==> src/rtl/kbd_pkg.sv <==
// rtl/kbd_pkg.sv - shared addresses, vector codes and FSM state type for the keyboard interrupt source
package kbd_pkg;
   localparam logic [63:0] KEY_BASE = 64'h0000_0000_8000_0010;
   localparam logic [63:0] STAT_OFF = 64'd8;
   localparam logic [63:0] CTRL_OFF = 64'd16;
   localparam logic [3:0]  IRQ_KEY  = 4'd1;
   localparam logic [3:0]  IRQ_NONE = 4'd0;

   typedef enum logic [1:0] {
      IDLE,
      PEND,
      GAP
   } kbd_state_t;
endpackage

==> src/rtl/kbd_irq_ctrl_fifo.sv <==
// rtl/kbd_irq_ctrl_fifo.sv - scancode FIFO with combinational head; a pop frees room for a same-edge push
module sync_fifo #(
   parameter int WIDTH = 8,
   parameter int DEPTH = 8
) (
   input  logic                     clk,
   input  logic                     reset,
   input  logic                     push,
   input  logic                     pop,
   input  logic [WIDTH-1:0]         wdata,
   output logic [WIDTH-1:0]         rdata,
   output logic [$clog2(DEPTH):0]   count,
   output logic                     full,
   output logic                     empty
);
   localparam int AW = $clog2(DEPTH);
   localparam int CW = AW + 1;

   logic [WIDTH-1:0] mem [DEPTH];
   logic [AW-1:0]    rd_ptr;
   logic [AW-1:0]    wr_ptr;
   logic             do_pop;
   logic             do_push;

   assign empty   = (count == '0);
   assign full    = (count == CW'(DEPTH));
   assign do_pop  = pop && !empty;
   assign do_push = push && (!full || do_pop);
   assign rdata   = empty ? '0 : mem[rd_ptr];

   always_ff @(posedge clk or negedge reset) begin
      if (!reset) begin
         rd_ptr <= '0;
         wr_ptr <= '0;
         count  <= '0;
      end else begin
         if (do_pop)
            rd_ptr <= rd_ptr + AW'(1);
         if (do_push)
            wr_ptr <= wr_ptr + AW'(1);
         case ({do_push, do_pop})
            2'b10:   count <= count + CW'(1);
            2'b01:   count <= count - CW'(1);
            default: count <= count;
         endcase
      end
   end

   // Storage needs no reset: entries are only visible between the pointers.
   always_ff @(posedge clk) begin
      if (do_push)
         mem[wr_ptr] <= wdata;
   end
endmodule

==> src/rtl/kbd_irq_ctrl.sv <==
// rtl/kbd_irq_ctrl.sv - keyboard interrupt source: scancode FIFO, request FSM and bus register file
module kbd_irq_ctrl
   import kbd_pkg::*;
#(
   parameter int DEPTH = 8
) (
   input  logic        clk,
   input  logic        reset,
   input  logic        key_valid,
   input  logic [7:0]  key_data,
   input  logic [63:0] bus_address,
   input  logic        bus_read_enable,
   output logic [63:0] bus_read_data,
   input  logic        bus_write_enable,
   input  logic [63:0] bus_write_data,
   output logic [3:0]  interrupt_vector,
   input  logic        interrupt_done
);
   localparam int CW = $clog2(DEPTH) + 1;

   kbd_state_t      state;
   kbd_state_t      state_next;
   logic            irq_en;
   logic            ovf;
   logic [7:0]      head;
   logic [CW-1:0]   count;
   logic            full;
   logic            empty;
   logic            pop;
   logic            ovf_set;
   logic            sel_data;
   logic            sel_stat;
   logic            sel_ctrl;
   logic            unused_ok;

   assign sel_data = (bus_address == KEY_BASE);
   assign sel_stat = (bus_address == KEY_BASE + STAT_OFF);
   assign sel_ctrl = (bus_address == KEY_BASE + CTRL_OFF);

   // Only an acknowledged pending request consumes the head byte.
   assign pop     = (state == PEND) && interrupt_done && !empty;
   assign ovf_set = key_valid && full && !pop;

   assign unused_ok = &{1'b0, bus_read_enable, bus_write_data[63:9], bus_write_data[7:1]};

   sync_fifo #(
      .WIDTH (8),
      .DEPTH (DEPTH)
   ) u_fifo (
      .clk   (clk),
      .reset (reset),
      .push  (key_valid),
      .pop   (pop),
      .wdata (key_data),
      .rdata (head),
      .count (count),
      .full  (full),
      .empty (empty)
   );

   always_ff @(posedge clk or negedge reset) begin
      if (!reset) begin
         irq_en <= 1'b1;
         ovf    <= 1'b0;
      end else begin
         if (bus_write_enable && sel_ctrl)
            irq_en <= bus_write_data[0];
         if (ovf_set)
            ovf <= 1'b1;
         else if (bus_write_enable && sel_stat && bus_write_data[8])
            ovf <= 1'b0;
      end
   end

   always_ff @(posedge clk or negedge reset) begin
      if (!reset)
         state <= IDLE;
      else
         state <= state_next;
   end

   always_comb begin
      state_next = state;
      case (state)
         IDLE:    if (count != '0 && irq_en) state_next = PEND;
         PEND:    if (interrupt_done)        state_next = GAP;
                  else if (!irq_en)          state_next = IDLE;
         GAP:     state_next = IDLE;
         default: state_next = IDLE;
      endcase
   end

   // GAP keeps the vector low so the core never sees the head before the pop lands.
   always_comb begin
      interrupt_vector = IRQ_NONE;
      if (state == PEND)
         interrupt_vector = IRQ_KEY;
   end

   always_comb begin
      bus_read_data = '0;
      if (sel_data)
         bus_read_data = {56'b0, head};
      else if (sel_stat)
         bus_read_data = {54'b0, irq_en, ovf, 8'(count)};
      else if (sel_ctrl)
         bus_read_data = {63'b0, irq_en};
   end
endmodule

==> config.mk <==
export PLATFORM = sky130hd
export DESIGN_NAME = kbd_irq_ctrl
export DESIGN_NICKNAME = d
export VERILOG_FILES = /design/src/rtl/kbd_pkg.sv /design/src/rtl/kbd_irq_ctrl_fifo.sv /design/src/rtl/kbd_irq_ctrl.sv
export SDC_FILE = /design/constraint.sdc
export NUM_CORES = 1
export LEC_CHECK = 0
export BUFFER_PORTS_ARGS = -buffer_cell sky130_fd_sc_hd__buf_2
export CAP_MARGIN = 5
export CORE_MARGIN = 1.5
export CORE_UTILIZATION = 50
export CTS_BUF_LIST = sky130_fd_sc_hd__clkbuf_4
export DETAILED_ROUTE_END_ITERATION = 8
export GPL_TIMING_DRIVEN = 0
export PLACE_DENSITY = 0.88
export SLEW_MARGIN = 0
export SYNTH_ARGS = -nofsm -noshare
export SYNTH_HDL_FRONTEND = slang
export SYNTH_SLANG_ARGS = --single-unit
export TNS_END_PERCENT = 5
==> constraint.sdc <==
create_clock -name clk -period 6.1 [get_ports clk]
set_input_delay 0 -clock clk [delete_from_list [all_inputs] [get_ports clk]]
set_output_delay 0 -clock clk [all_outputs]
set_load 0.02 [all_outputs]
==> results of run 1 <==
## cells in the final DEF (no fill, tap or decap), types with 8 or more instances in the layout
master | netlist | layout
mux4_2 | 16 | 16
dlygate4sd3_1 | 0 | 15
dfrtp_1 | 13 | 13
nor2_1 | 14 | 14
edfxtp_1 | 64 | 64
nand2_1 | 8 | 8
buf_2 | 5 | 93
nor4_1 | 11 | 10
buf_4 | 57 | 60
clkbuf_4 | 0 | 9
conb_1 | 1 | 57
## cell type report
class	instances	share of cell area
Buffer	64	0.0922
Clock buffer	9	0.0135
Clock inverter	7	0.0193
Inverter	6	0.00451
Multi-Input combinational cell	176	0.268
Sequential cell	78	0.455
Tap cell	99	0.0248
Timing Repair Buffer	106	0.123
## through the flow
stage           util  power [W]  setup WS, ns  hold slack (ns)  cell area (sq um)
4_1_cts        0.677    0.00137          3.29           0.0682               4990
2_1_floorplan      -   0.000917          3.72           -0.296               4080
3_3_place_gp   0.630   0.000985          2.79          -0.0885               4640
3_5_place_dp   0.634    0.00102          3.34          -0.0845               4670
6_report       0.678    0.00137          3.29           0.0812               5000
5_1_grt        0.678    0.00143          3.07           0.0731               5000
## state kept, by name, indices dropped and copies added, names as in the netlist
register,flops
irq_en,1
ovf,1
state,2
u_fifo.count,4
u_fifo.mem,64
u_fifo.rd_ptr,3
u_fifo.wr_ptr,3
## power breakdown
part	switching, W	internal (W)
Combinational	0.000163	0.000133
Clock	0.000183	0.000168
Sequential	0.0000560	0.000666
## worst max-delay path: stages, from the launching register on
cell,delay (ns)
dfrtp_1,0.41
nand3b_1,0.24
a31oi_1,0.42
clkinv_1,0.38
ha_1,0.39
xor2_1,0.17
ha_1,0.18
a21oi_1,0.15
xor2_1,0.16
nor2_1,0.07
xor2_1,0.14
## worst min path at each step
stage / depth (start not counted) / slack [ns] / from / to
5_1_grt: 4 / 0.07 / bus_write_data[8] / ovf$_DFFE_PN0P_
3_3_place_gp: 1 / -0.09 / reset / state[0]$_DFFE_PN0P_
2_1_floorplan: 0 / -0.30 / reset / ovf$_DFFE_PN0P_
4_1_cts: 4 / 0.07 / bus_write_data[8] / ovf$_DFFE_PN0P_
3_5_place_dp: 1 / -0.08 / reset / state[0]$_DFFE_PN0P_
6_report: 4 / 0.08 / bus_write_data[8] / ovf$_DFFE_PN0P_
## metal layers
metal,up-vias,GRT usage,share of wire
li1,1245,-,-
met5,-,0,0
met4,0,0.0794,0.010
met2,138,0.391,0.54
met1,1231,0.222,0.37
met3,10,0.0477,0.078
## timing repair
| item | 4_1_cts | 5_1_grt |
|---|---|---|
| hold buffers | 15 | 0 |
| endpoints found under the hold margin | 82 | 0 |
| setup endpoints to repair | 0 | 0 |
| gates resized for setup | 0 | 0 |
## cells by family after synthesis
logic type | count (synthesis)
xor+xnor | 9
simple gates | 66
flops | 78
compound gates | 12
fa+ha+maj | 5
buf+inv | 70
other cells | 1
mux | 27
==> impl_metrics.ini, run 1 <==
[global_route]
grt_max_degree = 15
grt_pass1_vias = 2693
overflow = 0
gr-usage-all-layers = 0.207
antenna_found_initial = 0
grt_pass1_wl_um = 13100

[synthesis]
ys_ff_latch = 78
yosys.area.top_type = edfxtp_1
synth.top_cells.by_count = edfxtp_1, buf_4, mux4_2
postSynthAreaPerCell_sq_um = 14.4
synth_area_leaders = edfxtp_1, buf_4, mux4_2
synth.area.mux_share = 0.125
yosysWarnings = 0
yosys.area_share.simple = 0.104
yosysUniqueCellTypes = 42
synthFlopType = edfxtp_1
synth_most_common_cell = edfxtp_1
synth-compound-area-share = 0.0210
netlist_area_sq_um = 3870
synth_xor_xnor_area_share = 0.0204
yosysTopAreaCellShare = 0.497
synth_fa_ha_area_frac = 0.0162
async_reset_ff_frac = 0.179
synth-edff-count = 64
seq_area_frac_synth = 0.588
syn_inst = 268
synth_top_family_by_area = buffers and inverters

[cts]
clk_latency_ns = 0.41
cts_max_level = 3
cts_buffer_depth = 2
root_buffer = clkbuf_4
clk_pin_slew_ns = 0.13
cts.sinks = 78
numCtsBuffers = 9
cts_tree = built
cts_setup_buffers = 0

[detailed_routing]
dr.pass1.iters = 4
detail-route-antenna-nets = 0
drc = 0
vias = 2624
avgRoutedWirePerCell_um = 15.5
viasPerCell = 4.81
drt_iter0_markers = 82
finalWirelength_um = 8470

[setup_path]
crit_end = u_fifo.count[2]$_DFFE_PN0P_
rr_worst_depth = 10
crit_type = flop to flop
cp-end-kind = flop
cp.required_ns = 6.40
r2r_slack_ns = 3.29
r2r_end = u_fifo.count[2]$_DFFE_PN0P_
startpoint_type = flop
crit_start = state[1]$_DFFE_PN0P_
cp_max_fo = 8
reg2reg_from = state[1]$_DFFE_PN0P_
cp.arrival_ns = 3.11

[floorplan]
dieHeight_um = 91.0
coreArea_sq_um = 7370
num_rows = 31
die_w_um = 91.0
die-area_sq_um = 8270
ioPinCount = 210
start_util = 0.525

[layout]
syn2layout_area_growth_pct = 29.1
final_cells = 545
antenna_cells = 0
nets = 588
drive_above_1_share = 0.453
layout.area.seq_sq_um = 2270
nFillCells = 529
multi_input_area_sq_um = 1340

[timing]
tightest_slew_ns = 0.883
max_freq_mhz = 355
slew_viol_final = 0
period_share = 0.461
tns_ns = 0
rsz0062_at_grt = false
clock-skew-final_ns = 0.0138
max_slew_margin = 0.409
hold_violations = 0
period_needed_ns = 2.81
final-setup-viol-count = 0

[power]
irDropWorstVdd_mv = 0.291
powerDensity_nw_per_um2 = 274
p_leak_nw = 2.16

[place]
gp_congestion = 0.789
dp_cells = 513
hpwlAfterDp_um = 6080
io_buffers = 88

[status]
status = finished clean

[flow_run]
maxCapViolCount = 0

[worst_hold_path]
hp-class = primary input to flop
No activity file was read; power rests on OpenSTA's default activity.
==> inputs of run 2 (changes only) <==
Settings changed: CORE_UTILIZATION 50 to 46, PLACE_DENSITY 0.88 to 0.82.
Clock period 6.1 ns to 2.85 ns, I/O delays scaled along.
==> impl_metrics.ini, run 2 (synthesis gave the netlist of run 1 again) <==
[status]
status = finished clean

[timing]
hold_violations = 0
period_share = 0.897
rsz0062_at_grt = false
holdWs_ns = 0.0773
clock-skew-final_ns = 0.0162
final-setup-viol-count = 0
slew_viol_final = 0
fin_ws_ns = 0.293
tns_ns = 0
max_freq_mhz = 391
period_needed_ns = 2.56
max_slew_margin = 0.393
tightest_slew_ns = 0.906

[setup_path]
startpoint_type = flop
cp_max_fo = 8
cp.arrival_ns = 2.86
crit_type = flop to flop
crit_start = state[1]$_DFFE_PN0P_
reg2reg_from = state[1]$_DFFE_PN0P_
r2r_slack_ns = 0.29
cp-end-kind = flop
cp.required_ns = 3.16

[layout]
nFillCells = 653
layout.area.seq_sq_um = 2270
top_regs = u_fifo.mem x64, u_fifo.count x4
largest_register_ffs = 64
nets = 586
final_common_cell = buf_2
antenna_cells = 0
layout_common_cells = buf_2, edfxtp_1, buf_4
drive_above_1_share = 0.459
multi_input_area_sq_um = 1350
top_register = u_fifo.mem
syn2layout_area_growth_pct = 28.7

[global_route]
grt_pass1_wl_um = 12600
grt_max_degree = 15
antenna_found_initial = 0
grt_pass1_vias = 2550
overflow = 0
gr-usage-all-layers = 0.193

[floorplan]
start_util = 0.473
num_rows = 33
die_w_um = 94.7
coreArea_sq_um = 8180
ioPinCount = 210
dieHeight_um = 94.7
die-area_sq_um = 8970

[detailed_routing]
detail-route-antenna-nets = 0
drc = 0
finalWirelength_um = 8640
drt_iter0_markers = 78
vias = 2639
avgRoutedWirePerCell_um = 15.7
dr.pass1.iters = 4
viasPerCell = 4.81

[cts]
cts_setup_buffers = 0
cts.sinks = 78
root_buffer = clkbuf_4
cts_max_level = 3
cts_buffer_depth = 2
clk_latency_ns = 0.43
clk_pin_slew_ns = 0.12
cts_tree = built
numCtsBuffers = 9

[flow_run]
maxCapViolCount = 0

[power]
powerDensity_nw_per_um2 = 570
p_leak_nw = 2.16
irDropWorstVdd_mv = 0.751

[place]
gp_congestion = 0.828
pre_cts_ws_ns = 0.101
io_buffers = 88
hpwlAfterDp_um = 6440

[worst_hold_path]
hp-class = primary input to flop
worstHoldStart = bus_write_data[8]
-- run 2: cell count changes in the layout (fill, tap and decap cells not counted), sizes merged --
cell and change:
buf -2, inv -1, clkinv +4, bufinv -1
clkinvlp -2
-- run 2: worst paths after layout --
path,end,cells after the start
max,u_fifo.count[2]$_DFFE_PN0P_,10
min,ovf$_DFFE_PN0P_,4
max reg2reg,u_fifo.count[2]$_DFFE_PN0P_,10
min reg2reg,state[0]$_DFFE_PN0P_,1
max in group asynchronous,u_fifo.wr_ptr[2]$_DFFE_PN0P_,4
min in group asynchronous,u_fifo.count[2]$_DFFE_PN0P_,3
-- run 2: what timing repair did --
action                                 4_1_cts  5_1_grt
setup endpoints to repair                    0        2
gates resized for setup                      0        1
endpoints found under the hold margin       83        0
hold buffers                                15        0
-- run 2: cell type report --
type | count | share of cell area
sequential | 78 | 0.457
multi-input combinational | 176 | 0.271
timing repair buffer | 104 | 0.120
buffer | 64 | 0.0925
tap | 105 | 0.0264
clock inverter | 7 | 0.0151
clock buffer | 9 | 0.0136
inverter | 6 | 0.00452
-- run 2: per-layer routing --
metal,global-route usage,share of wire,wire length (um)
met3,0.0306,0.070,609
met2,0.373,0.54,4700
met5,0,0,0
met1,0.206,0.37,3170
met4,0.0771,0.019,162
-- run 2: metrics by stage --
stage	total power, W	instances	area, sq um	util
2_1_floorplan	0.00196	324	4080	-
3_3_place_gp	0.00211	517	4650	0.569
3_5_place_dp	0.00218	518	4680	0.572
4_1_cts	0.00285	549	4970	0.608
5_1_grt	0.00297	549	4980	0.609
6_report	0.00284	549	4980	0.609
-- run 2: critical path: stages (launching register included) --
cell	delay (ns)
dfrtp_1	0.41
nand3b_1	0.23
a31oi_1	0.44
inv_2	0.19
ha_1	0.31
xor2_1	0.16
ha_1	0.18
a21oi_1	0.16
xor2_1	0.16
nor2_1	0.06
xor2_1	0.14
-- run 2: power breakdown --
part / switching (W) / total, W / internal [W]
combinational: 0.000355 / 0.000636 / 0.000281
sequential: 0.000116 / 0.00154 / 0.00142
clock: 0.000390 / 0.000660 / 0.000270
total: 0.000862 / 0.00284 / 0.00198
==> inputs of run 3 (changes only) <==
Settings changed: CORE_MARGIN 1.5 to default, REMOVE_ABC_BUFFERS from default to 1.
==> impl_metrics.ini, run 3 (synthesis gave the netlist of run 1 again) <==
[status]
status = finished clean

[detailed_routing]
drc = 0
drt_iter0_markers = 127
dr.pass1.iters = 4
detail-route-antenna-nets = 0
viasPerCell = 5.00
avgRoutedWirePerCell_um = 15.8
finalWirelength_um = 7670
vias = 2431

[setup_path]
cp-end-kind = output pin
cp.arrival_ns = 2.62
r2r_slack_ns = 0.28
startpoint_type = flop
rr_worst_depth = 10
cp.required_ns = 2.85
r2r_end = u_fifo.count[2]$_DFFE_PN0P_
cp_max_fo = 18
reg2reg_from = state[1]$_DFFE_PN0P_
crit_type = flop to output pin

[power]
pwr-share-comb = 0.190
p_int_w = 0.00193
p_leak_nw = 1.83
switchingPower_w = 0.000864
seqPwrFrac = 0.561
powerDensity_nw_per_um2 = 618
clkPwrFrac = 0.249
p_sw_frac = 0.310
p_total_w = 0.00279
irDropWorstVdd_mv = 0.386

[cts]
cts_setup_buffers = 0
clk_latency_ns = 0.42
cts_max_level = 3
cts_tree = built
cts.sinks = 78
numCtsBuffers = 9
clk_pin_slew_ns = 0.15
cts_buffer_depth = 2
root_buffer = clkbuf_4

[timing]
max_slew_margin = 0.388
tns_ns = 0
slew_viol_final = 0
final-setup-viol-count = 0
clock-skew-final_ns = 0.0246
tightest_slew_ns = 0.915
period_needed_ns = 2.62
period_share = 0.920
hold_violations = 0
rsz0062_at_grt = false
max_freq_mhz = 381

[floorplan]
dieHeight_um = 93.7
die_w_um = 93.7
start_util = 0.473
coreArea_sq_um = 8180
die-area_sq_um = 8780
ioPinCount = 210
num_rows = 33

[layout]
nets = 523
final_common_cell = buf_2
layout_common_cells = buf_2, edfxtp_1, conb_1
drive_above_1_share = 0.378
postLayoutCoreUtil = 0.553
syn2layout_area_growth_pct = 16.8
top_regs = u_fifo.mem x64, u_fifo.count x4
largest_register_ffs = 64
antenna_cells = 0
top_register = u_fifo.mem

[place]
io_buffers = 89
hpwlAfterDp_um = 5370
gp_congestion = 0.825

[global_route]
antenna_found_initial = 0
grt_pass1_wl_um = 11200
gr-usage-all-layers = 0.176
grt_pass1_vias = 2272
overflow = 0
grt_max_degree = 19

[worst_hold_path]
hp-class = primary input to async pin

[flow_run]
maxCapViolCount = 0
[run 3: critical path, stage by stage, from the launching register on]
cell     delay (ns)
dfrtp_1        0.89
mux4_2         0.58
mux2_2         0.28
a22oi_1        0.20
o21ai_1        0.09
buf_2          0.16
[run 3: final cells by class]
class / count / area [sq um]
repair buffers: 105 / 598
well taps: 105 / 131
multi-input cells: 176 / 1340
inverters: 6 / 22.5
clock buffers: 9 / 67.6
fillers: 664 / 3660
clock inverters: 7 / 81.3
flip-flops and latches: 78 / 2270
[run 3: through the flow]
stage               instance area, sq um  hold slack, ns  instances  setup slack [ns]
finish                              4520          0.0478        486             0.227
floorplan                           3620          -0.296        260             0.468
global placement                    4200         -0.0936        454            -0.540
global route                        4520          0.0472        486             0.106
detailed placement                  4230         -0.0761        456             0.106
CTS                                 4520          0.0157        486            0.0626
[run 3: worst max path at each step]
stage,startpoint,end,slack (ns),cells past startpoint
2_1_floorplan,state[1]$_DFFE_PN0P_,u_fifo.mem[0][0]$_DFFE_PP_,0.47,4
3_3_place_gp,state[1]$_DFFE_PN0P_,u_fifo.mem[0][7]$_DFFE_PP_,-0.54,4
3_5_place_dp,state[1]$_DFFE_PN0P_,u_fifo.count[2]$_DFFE_PN0P_,0.11,10
4_1_cts,u_fifo.rd_ptr[0]$_DFFE_PN0P_,bus_read_data[1],0.06,5
5_1_grt,u_fifo.rd_ptr[1]$_DFFE_PN0P_,bus_read_data[0],0.11,5
6_report,u_fifo.rd_ptr[1]$_DFFE_PN0P_,bus_read_data[0],0.23,5
[run 3: what timing repair did]
action                     CTS  global route
hold buffers                14             0
setup endpoints to repair    0             7
hold endpoints to repair    84             0
gates resized for setup      0             2
[run 3: power by group through the flow]
| stage | registers (W) | logic (W) | clock network (W) |
|---|---|---|---|
| final | 0.00157 | 0.000531 | 0.000694 |
| after global placement | 0.00157 | 0.000484 | 0 |
| after CTS | 0.00156 | 0.000533 | 0.000705 |
| after global routing | 0.00158 | 0.000594 | 0.000748 |
| after detailed placement | 0.00159 | 0.000519 | 0 |
| after floorplan | 0.00154 | 0.000351 | 0 |
[run 3: metal layers]
layer  routed length (um)  vias to the layer above  global-route usage
li1                     -                     1123                   -
met1                 2840                     1189               0.200
met2                 4220                      105               0.324
met3                  470                       14              0.0283
met4                  147                        0              0.0769
met5                    0                        -                   0
